## config.mk

```make
export PLATFORM = sky130hd
export DESIGN_NAME = arducam_burst_reader
export DESIGN_NICKNAME = d
export VERILOG_FILES = /design/src/rtl/arducam_pkg.sv /design/src/rtl/spi_byte_engine.sv /design/src/rtl/arducam_burst_reader.sv
export SDC_FILE = /design/constraint.sdc
export NUM_CORES = 1
export LEC_CHECK = 0
export ABC_AREA = 1
export BUFFER_PORTS_ARGS = -buffer_cell sky130_fd_sc_hd__clkbuf_2
export CAP_MARGIN = 10
export CORE_MARGIN = 3
export CORE_UTILIZATION = 35
export DETAILED_ROUTE_END_ITERATION = 10
export SETUP_SLACK_MARGIN = 0.15
export SLEW_MARGIN = 0
export SYNTH_ARGS = -nofsm -noshare
export SYNTH_HDL_FRONTEND = slang
export SYNTH_SLANG_ARGS = --single-unit
```

## constraint.sdc

```tcl
create_clock -name clk -period 2.11 [get_ports clk]
set_clock_uncertainty 0.15 [all_clocks]
set_input_delay 0.211 -clock clk [delete_from_list [all_inputs] [get_ports clk]]
set_output_delay 0.211 -clock clk [all_outputs]
set_load 0.005 [all_outputs]
```

## src/rtl/arducam_pkg.sv

```systemverilog
// Shared types and constants for the ArduCAM burst FIFO reader.
package arducam_pkg;
  typedef enum logic [2:0] {
    IDLE,
    SETUP,
    CMD,
    READ,
    HOLD,
    FINISH
  } state_t;

  localparam logic [7:0] ARDUCAM_CMD_BURST      = 8'h3C;
  localparam logic [7:0] ARDUCAM_CMD_FIFO_CLEAR = 8'h01;
  localparam int         ARDUCAM_LEN_W          = 23;
endpackage

```

## src/rtl/spi_byte_engine.sv

```systemverilog
// One SPI mode-0 byte transfer: clock divider, MOSI/MISO shift registers.
// A go presented in the byte_done cycle chains the next byte with no gap.
module spi_byte_engine #(
  parameter int CLK_DIV = 4
) (
  input  logic       i_clk,
  input  logic       i_rst,
  input  logic       i_go,
  input  logic [7:0] i_tx_byte,
  output logic [7:0] o_rx_byte,
  output logic       o_byte_done,
  output logic       o_sclk,
  output logic       o_mosi,
  input  logic       i_miso
);
  logic       r_active;
  logic [7:0] r_div;
  logic [2:0] r_bit;
  logic       r_sclk;
  logic       r_mosi;
  logic [7:0] r_tx;
  logic [7:0] r_rx;
  logic       w_half_end;

  assign w_half_end  = (r_div == 8'(CLK_DIV - 1));
  assign o_byte_done = r_active && r_sclk && w_half_end && (r_bit == 3'd7);
  assign o_rx_byte   = r_rx;
  assign o_sclk      = r_sclk;
  assign o_mosi      = r_mosi;

  always_ff @(posedge i_clk) begin
    if (i_rst) begin
      r_active <= 1'b0;
      r_div    <= '0;
      r_bit    <= '0;
      r_sclk   <= 1'b0;
      r_mosi   <= 1'b0;
      r_tx     <= '0;
      r_rx     <= '0;
    end else if (!r_active) begin
      if (i_go) begin
        r_active <= 1'b1;
        r_div    <= '0;
        r_bit    <= '0;
        r_tx     <= i_tx_byte;
        r_mosi   <= i_tx_byte[7];
      end
    end else if (w_half_end) begin
      r_div <= '0;
      if (!r_sclk) begin
        r_sclk <= 1'b1;
        r_rx   <= {r_rx[6:0], i_miso};
      end else begin
        r_sclk <= 1'b0;
        if (r_bit == 3'd7) begin
          // Falling edge closes the byte; optionally chain straight into the next.
          if (i_go) begin
            r_bit  <= '0;
            r_tx   <= i_tx_byte;
            r_mosi <= i_tx_byte[7];
          end else begin
            r_active <= 1'b0;
            r_mosi   <= 1'b0;
          end
        end else begin
          r_bit  <= r_bit + 3'd1;
          r_mosi <= r_tx[6];
          r_tx   <= {r_tx[6:0], 1'b0};
        end
      end
    end else begin
      r_div <= r_div + 8'd1;
    end
  end
endmodule

```

## src/rtl/arducam_burst_reader.sv

```systemverilog
// SPI master draining the ArduCAM frame FIFO via burst read onto valid/ready.
// Optional abort input enabled by defining ABORT_EN.
module arducam_burst_reader
  import arducam_pkg::*;
#(
  parameter int         CLK_DIV   = 4,
  parameter int         LEN_W     = ARDUCAM_LEN_W,
  parameter logic [7:0] BURST_CMD = ARDUCAM_CMD_BURST
) (
  input  logic             clk,
  input  logic             reset_rtl_0,
  input  logic             start,
  input  logic [LEN_W-1:0] length,
`ifdef ABORT_EN
  input  logic             abort,
`endif
  output logic             busy,
  output logic             done,
  output logic [7:0]       m_data,
  output logic             m_valid,
  input  logic             m_ready,
  output logic             camera_spi_sclk,
  output logic             camera_spi_mosi,
  input  logic             camera_spi_miso,
  output logic             camera_spi_ss
);
  state_t           r_state;
  logic [LEN_W-1:0] r_rem;
  logic [7:0]       r_cnt;
  logic             r_ss, r_busy, r_done, r_mvalid;
  logic [7:0]       r_mdata;
  logic             w_go, w_bdone, w_free, w_more, w_abort, w_deliver, w_cnt_end;
  logic [7:0]       w_tx, w_rx;

`ifdef ABORT_EN
  logic r_abort;
  always_ff @(posedge clk) begin
    if (reset_rtl_0 || r_state == IDLE) r_abort <= 1'b0;
    else if (abort)                     r_abort <= 1'b1;
  end
  assign w_abort = r_abort || (abort && r_state != IDLE);
`else
  assign w_abort = 1'b0;
`endif

  assign w_cnt_end = (r_cnt == 8'(CLK_DIV - 1));
  assign w_free    = !r_mvalid || m_ready;
  assign w_more    = (r_rem != LEN_W'(1)) && !w_abort;
  assign w_deliver = ((r_state == READ) && w_bdone && w_free) || ((r_state == HOLD) && w_free);
  assign w_go      = ((r_state == SETUP) && w_cnt_end) ||
                     ((r_state == CMD) && w_bdone && !w_abort) ||
                     (w_deliver && w_more);
  assign w_tx      = (r_state == SETUP) ? BURST_CMD : 8'h00;

  spi_byte_engine #(.CLK_DIV(CLK_DIV)) u_eng (
    .i_clk       (clk),
    .i_rst       (reset_rtl_0),
    .i_go        (w_go),
    .i_tx_byte   (w_tx),
    .o_rx_byte   (w_rx),
    .o_byte_done (w_bdone),
    .o_sclk      (camera_spi_sclk),
    .o_mosi      (camera_spi_mosi),
    .i_miso      (camera_spi_miso)
  );

  always_ff @(posedge clk) begin
    if (reset_rtl_0) begin
      r_state  <= IDLE;
      r_rem    <= '0;
      r_cnt    <= '0;
      r_ss     <= 1'b1;
      r_busy   <= 1'b0;
      r_done   <= 1'b0;
      r_mvalid <= 1'b0;
      r_mdata  <= '0;
    end else begin
      r_done <= 1'b0;
      if (r_mvalid && m_ready) r_mvalid <= 1'b0;
      if (w_deliver) begin
        r_mdata  <= w_rx;
        r_mvalid <= 1'b1;
        r_rem    <= r_rem - LEN_W'(1);
      end
      case (r_state)
        IDLE: if (start) begin
          if (length != '0) begin
            r_rem   <= length;
            r_busy  <= 1'b1;
            r_ss    <= 1'b0;
            r_cnt   <= '0;
            r_state <= SETUP;
          end else begin
            r_done <= 1'b1;
          end
        end
        SETUP: if (w_cnt_end) r_state <= CMD;
               else           r_cnt   <= r_cnt + 8'd1;
        CMD: if (w_bdone) begin
          r_cnt   <= '0;
          r_state <= w_abort ? FINISH : READ;
        end
        READ: if (w_bdone) begin
          r_cnt <= '0;
          if (!w_free)      r_state <= HOLD;
          else if (!w_more) r_state <= FINISH;
        end
        // sclk is parked low here; the byte sits in the engine until downstream frees up
        HOLD: if (w_free) begin
          r_cnt   <= '0;
          r_state <= w_more ? READ : FINISH;
        end
        FINISH: if (w_cnt_end) begin
          r_ss    <= 1'b1;
          r_busy  <= 1'b0;
          r_done  <= 1'b1;
          r_state <= IDLE;
        end else begin
          r_cnt <= r_cnt + 8'd1;
        end
        default: r_state <= IDLE;
      endcase
    end
  end

  assign busy          = r_busy;
  assign done          = r_done;
  assign m_data        = r_mdata;
  assign m_valid       = r_mvalid;
  assign camera_spi_ss = r_ss;
endmodule

```

==> flow_metrics.py, run 1 <==
metrics = {
    "synthesis": {
        "synth_top_area_cell": "dfxtp_1",
        "ys_ff_latch": 75,
        "synth_area_leaders": "dfxtp_1 35%, nand2_1 13%, inv_1 7.6%, nor2_1 7.3%, nand3_1 5.4%",
        "synth-main-ff-cell": "dfxtp_1",
        "synth_edf_count": 0,
        "yosysSeqAreaShare_pct": 34.7,
        "synthDominantCellAreaShare_pct": 34.7,
        "synth_common_cells": "149 x nand2_1, 88 x inv_1, 84 x nor2_1",
        "syn_area_um2": 4320,
        "avgSynthCellArea_um2": 6.58,
        "yosysUniqueCellTypes": 43,
        "synthCells": 657,
        "synth.most_common_cell": "nand2_1",
        "synthArstFlopShare_pct": 0,
        "yosys_warnings": 0,
        "synth_nets": 691,
    },
    "timing": {
        "setup_tns_ns": 0,
        "holdWs_ns": 0.0179,
        "drv_slew": 0,
        "final.setup.worst_slack_ns": 0.218,
        "period_needed_ns": 1.89,
        "min_period_over_period_pct": 89.7,
        "rsz0062_at_grt": "yes",
        "finalSetupViolations": 0,
        "final_hold_viol_count": 0,
        "tightest_slew_ns": 0.445,
        "max_freq_ghz": 0.528,
        "slew_headroom_pct": 70.3,
    },
    "route": {
        "drt_pass1_iterations": 4,
        "viasPerCell": 4.77,
        "ant_nets": 0,
        "wl_mm": 11.1,
        "avgRoutedWirePerCell_um": 12.5,
        "drt_iter0_markers": 211,
        "drc": 0,
        "num_vias": 4219,
    },
    "worst_setup_path": {
        "crit_path_start_kind": "flop",
        "cp.arrival_ns": 1.98,
        "critPathTopFamily": "simple AND/OR/NAND/NOR gates",
        "required_ns": 2.20,
        "cp_cell_sequence": "nor2_1, nand2_2, nor2_8, nand3_4, nand2_8, buf_4, nand2_2, xor2_1, o21bai_2, inv_1",
        "crit_top_cell": "nand2_2",
        "critPathKind": "reg -> reg",
        "cp_slowest_stage_delay_ns": 0.36,
        "path_max_fanout": 7,
        "critical_path.slowest_cell": "dfxtp_1",
        "path_buf_inv": 2,
        "end_kind": "flop",
    },
    "cts": {
        "h-tree-depth": 3,
        "clockRootBuffer": "clkbuf_16",
        "clk_path_buf_depth": 2,
        "clk_latency_ns": 0.34,
        "cts.sinks": 75,
        "path_clk_slew_ns": 0.06,
        "numCtsBuffers": 9,
        "cts_tree": "done",
    },
    "floorplan": {
        "start_util_pct": 36.7,
        "die_h_um": 117,
        "die_w_um": 117,
        "ios": 42,
        "core_um2": 11800,
        "num_rows": 39,
        "die-area_um2": 13700,
    },
    "power_and_ir_drop": {
        "p_total_mw": 6.74,
        "power.density_nw_per_um2": 1280,
        "p_leak_nw": 2.47,
        "peakVddDrop_uv": 503,
    },
    "final_layout": {
        "drive_gt1_share_pct": 19.4,
        "syn_to_final_growth_pct": 22.1,
        "filler_cell_count": 1216,
        "finalNonFillerCells": 884,
        "antenna_cells": 0,
        "nNetsFinal": 749,
    },
    "grt": {
        "grt_antenna_before_repair": 0,
        "grt_usage_pct": 17.2,
        "grt_pass1_vias": 4058,
        "grt_max_degree": 47,
        "grt_pass1_wl_mm": 18.7,
        "gr-total-overflow": 0,
    },
    "place": {
        "dp_hpwl_mm": 7.87,
        "io_buffers": 41,
        "dp.cells": 858,
        "place_ws_ns": 0.0559,
        "globalplace.congestion": 0.882,
    },
    "hold_path": {
        "hp-class": "in -> reg",
    },
    "flow_run": {
        "cap_violations": 0,
    },
    "outcome": {
        "status": "complete, no violations",
    },
}
==> routing by layer <==
metal	global-route usage, %	up-vias	routed length (um)	share of wire, %
met1	20.7	1939	5070	46
li1	-	2200	-	-
met4	4.66	0	189	1.7
met5	0	-	0	0
met2	29.9	69	5410	49
met3	5.09	11	415	3.7
==> path summary, 6_finish.rpt <==
| kind | endpoint | slack, ns | start | cells after the start |
|---|---|---|---|---|
| setup / recovery | r_rem[2] | 0.22 | u_eng.r_div[2] | 10 |
| hold reg to reg | u_eng.o_rx_byte[2] | 0.32 | u_eng.o_rx_byte[1] | 2 |
| hold / removal | r_rem[6] | 0.02 | length[6] | 3 |
| setup reg to reg | r_rem[2] | 0.22 | u_eng.r_div[2] | 10 |
==> cell type report <==
| cell class | instances | area (um2) | area share, % |
|---|---|---|---|
| multi-input combinational | 466 | 2480 | 46.9 |
| sequential | 75 | 1510 | 28.6 |
| timing repair buffer | 63 | 408 | 7.73 |
| clock inverter | 6 | 63.8 | 1.21 |
| clock buffer | 10 | 239 | 4.53 |
| inverter | 100 | 377 | 7.14 |
| tap | 164 | 205 | 3.89 |
==> worst min-delay path: cells and delay by family <==
kind                   cells  cell delay, ns
AOI/OAI and AO/OA          1            0.10
buffers and inverters      2            0.17
==> registers in the layout, summed over array words and instances, names as in the netlist <==
name,cells
u_eng.o_mosi,1
u_eng.r_div,8
r_state,3
u_eng.o_rx_byte,8
u_eng.o_sclk,1
m_valid,1
m_data,8
u_eng.r_bit,3
busy,1
done,1
u_eng.r_active,1
r_rem,23
r_cnt,8
camera_spi_ss,1
u_eng.r_tx,7
==> timing repair <==
action | 4_1_cts | 5_1_grt
setup buffers | 4 | 0
cloned | 2 | 0
hold endpoints to repair | 4 | 0
hold buffers | 4 | 0
pin swaps | 2 | 6
resized for setup | 4 | 36
setup endpoints to repair | 30 | 51
==> kinds of logic (layout without fill, tap and decap cells) <==
kind of cell	count (synthesis)	in the layout	synth area share [%]
xor gates and xnor gates	18	18	3.65
adders and majority gates	6	6	1.74
buffers and inverters	118	179	11.2
and+or+nand+nor	320	322	33.2
DFF	75	75	34.7
AOI/OAI and AO/OA	120	120	15.5
==> through the flow <==
| step | cell area (um2) | util, % |
|---|---|---|
| floorplan | 4320 | - |
| global placement | 4740 | 40.3 |
| detailed placement | 4740 | 40.3 |
| CTS | 5150 | 43.8 |
| global route | 5280 | 44.9 |
| finish | 5280 | 44.9 |
==> where the power goes <==
group	leakage, nW	total [mW]	switching, mW	internal (mW)
combinational	1.71	3.19	2.03	1.16
sequential	0.615	2.00	0.258	1.74
clock	0.145	1.56	0.610	0.947
==> cell usage in the layout, fill, tap and decap left out, types with 4 or more instances in the layout <==
master / count
a21oi_1: 46
buf_4: 13
buf_6: 4
clkbuf_16: 9
clkbuf_2: 41
dfxtp_1: 70
dfxtp_2: 5
dlygate4sd3_1: 4
inv_1: 88
inv_2: 10
nand2_1: 142
nand2_2: 10
nand2_4: 5
nand3_1: 46
nand3_4: 4
nand4_1: 7
nor2_1: 80
nor2_2: 8
nor2_4: 4
nor3_1: 4
o211ai_1: 6
o21ai_0: 43
o21ai_1: 7
o21bai_1: 8
xnor2_1: 6
xor2_1: 12
(Power assumes the default switching activity.)
==> inputs of run 2 (changes only) <==
ABC_AREA = default   (was 1)
==> run 2 against run 1 <==
Register-to-register slack got worse by 0.25 ns. Final area rose by 4.1%. Flip-flop and latch count did not move. Die area fell by 11%. Sequential power fell by 23%. Synthesized cell count fell by 32%. Power fell by 50%. Clock-buffer cell count did not move. Final cell count fell by 20%. The run now ends with negative setup slack left.
==> flow_metrics.py, run 2 <==
metrics = {
    "route": {
        "viasPerCell": 5.31,
        "ant_nets": 0,
        "num_vias": 3763,
        "drt_pass1_iterations": 4,
        "drc": 0,
        "avgRoutedWirePerCell_um": 14.9,
        "wl_mm": 10.6,
        "drt_iter0_markers": 190,
    },
    "floorplan": {
        "start_util_pct": 36.5,
        "die_w_um": 110,
        "core_um2": 10500,
        "num_rows": 37,
        "ios": 42,
        "die_h_um": 110,
        "die-area_um2": 12200,
    },
    "grt": {
        "grt_pass1_vias": 3637,
        "grt_usage_pct": 17.2,
        "grt_max_degree": 73,
        "grt_antenna_before_repair": 0,
        "grt_pass1_wl_mm": 17.7,
        "gr-total-overflow": 0,
    },
    "synthesis": {
        "avgSynthCellArea_um2": 8.52,
        "synth_edf_count": 0,
        "synth-main-ff-cell": "dfxtp_1",
        "yosysUniqueCellTypes": 55,
        "syn_area_um2": 3820,
        "yosys_warnings": 0,
        "ys_ff_latch": 75,
        "synthArstFlopShare_pct": 0,
        "yosysSeqAreaShare_pct": 39.3,
        "synth_common_cells": "75 x dfxtp_1, 50 x nor2_1, 44 x nand2_1",
        "synth.most_common_cell": "dfxtp_1",
        "synth_nets": 482,
        "synth_top_area_cell": "dfxtp_1",
        "synthDominantCellAreaShare_pct": 39.3,
        "synthCells": 448,
        "synth_area_leaders": "dfxtp_1 39%, nor2_1 4.9%, a21oi_1 4.9%, a211oi_1 4.7%, nand2_1 4.3%",
    },
    "power_and_ir_drop": {
        "peakVddDrop_uv": 368,
        "p_leak_nw": 2.12,
        "p_sw_mw": 0.989,
        "power.density_nw_per_um2": 609,
        "combPwrFrac_pct": 18.8,
        "internal_power_mw": 2.36,
        "clkPwrFrac_pct": 35.3,
        "swShare_pct": 29.5,
        "power_frac_seq_pct": 45.9,
    },
    "place": {
        "dp_hpwl_mm": 6.80,
        "io_buffers": 41,
        "placed_area_um2": 4630,
        "globalplace.congestion": 0.801,
    },
    "cts": {
        "path_clk_slew_ns": 0.09,
        "numCtsBuffers": 9,
        "cts.sinks": 75,
        "h-tree-depth": 3,
        "clk_latency_ns": 0.36,
        "cts_tree": "done",
        "clk_path_buf_depth": 2,
        "clockRootBuffer": "clkbuf_8",
    },
    "timing": {
        "period_needed_ns": 2.14,
        "tightest_slew_ns": 0.508,
        "final_hold_viol_count": 0,
        "slew_headroom_pct": 65.9,
        "min_period_over_period_pct": 101,
        "drv_slew": 0,
        "finalSetupViolations": 2,
        "final.setup.worst_slack_ns": -0.0315,
        "max_freq_ghz": 0.467,
        "holdWs_ns": 0.0189,
        "rsz0062_at_grt": "yes",
    },
    "flow_run": {
        "cap_violations": 0,
    },
    "final_layout": {
        "largest_reg_flops": 23,
        "filler_cell_count": 983,
        "nNetsFinal": 602,
        "top_register": "r_rem",
        "drive_gt1_share_pct": 36.6,
        "syn_to_final_growth_pct": 43.9,
        "final_common_cell": "dfxtp_1",
        "antenna_cells": 0,
        "final_cell_mix": "68 x dfxtp_1, 63 x buf_4, 45 x nor2_1",
        "fin_area_um2": 5490,
        "layout.area.seq_um2": 1510,
        "multiInputGateArea_um2": 2500,
    },
    "worst_setup_path": {
        "critPathKind": "reg -> reg",
        "cp.arrival_ns": 2.27,
        "crit_path_start_kind": "flop",
        "r2r_cells": 10,
        "required_ns": 2.24,
        "end_kind": "flop",
        "path_max_fanout": 6,
    },
    "outcome": {
        "status": "finished with violations",
        "violations": "negative setup slack",
    },
    "hold_path": {
        "hp-class": "in -> reg",
        "whs_path_depth": 3,
    },
}
-- run 2: path summary, 6_finish.rpt --
kind / slack, ns / endpoint / startpoint
setup reg to reg: -0.03 / u_eng.r_tx[5] / u_eng.r_bit[1]
setup / recovery: -0.03 / u_eng.r_tx[5] / u_eng.r_bit[1]
hold / removal: 0.02 / r_rem[9] / length[9]
hold reg to reg: 0.31 / m_data[4] / m_data[4]
-- run 2: worst max-delay path: stages (launching register included) --
cell       delay (ns)
dfxtp_2          0.37
ha_4             0.15
ha_4             0.13
buf_6            0.10
nor2b_4          0.03
a41o_1           0.21
a31oi_2          0.21
a21boi_4         0.34
buf_6            0.15
a2111oi_4        0.03
nor3_1           0.18
-- run 2: cell type report --
cell class,count,area share (%)
clock buffer,10,2.51
clock inverter,6,1.30
inverter,5,0.342
multi-input combinational,340,45.5
sequential,75,27.5
tap,136,3.10
timing repair buffer,137,19.8
-- run 2: layer usage --
metal	vias up	GRT usage, %	wire, um
li1	1888	-	-
met4	0	4.68	133
met3	11	3.89	491
met1	1778	22.9	4880
met2	86	28.1	5080
met5	-	0	0
-- run 2: timing repair --
action / 4_1_cts / 5_1_grt
hold buffers: 17 / 0
hold endpoints to repair: 17 / 0
buffers inserted: 10 / 5
pin swaps: 28 / 17
resized for setup: 52 / 33
endpoints found under the setup margin: 66 / 64
gates cloned: 1 / 1
-- run 2: stage by stage --
step | setup WS, ns | setup TNS [ns] | utilization [%] | cells | power [mW]
4_1_cts | -0.0146 | -0.0396 | 50.8 | 703 | 3.32
5_1_grt | -0.136 | -3.94 | 52.5 | 709 | 3.52
3_5_place_dp | -0.102 | -0.955 | 44.2 | 659 | 2.06
6_report | -0.0315 | -0.0558 | 52.5 | 709 | 3.35
2_1_floorplan | 0.0431 | 0 | - | 448 | 1.86
3_3_place_gp | -0.0215 | -0.0486 | 44.2 | 659 | 2.05
-- run 2: power by group through the flow --
stage | clock network (mW) | registers, mW | logic, mW
finish | 1.18 | 1.54 | 0.629
global route | 1.28 | 1.55 | 0.688
CTS | 1.21 | 1.54 | 0.573
detailed placement | 0 | 1.56 | 0.495
global placement | 0 | 1.56 | 0.485
floorplan | 0 | 1.56 | 0.300
-- run 2: cells by family after synthesis --
logic type	count (synthesis)	synth area share, %
flip-flops	75	39.3
multiplexers	11	2.88
XOR/XNOR	21	4.82
AO/OA/AOI/OAI	115	20.2
buffers and inverters	33	4.20
adder cells (fa/ha/maj)	6	1.97
AND/OR/NAND/NOR	187	26.6
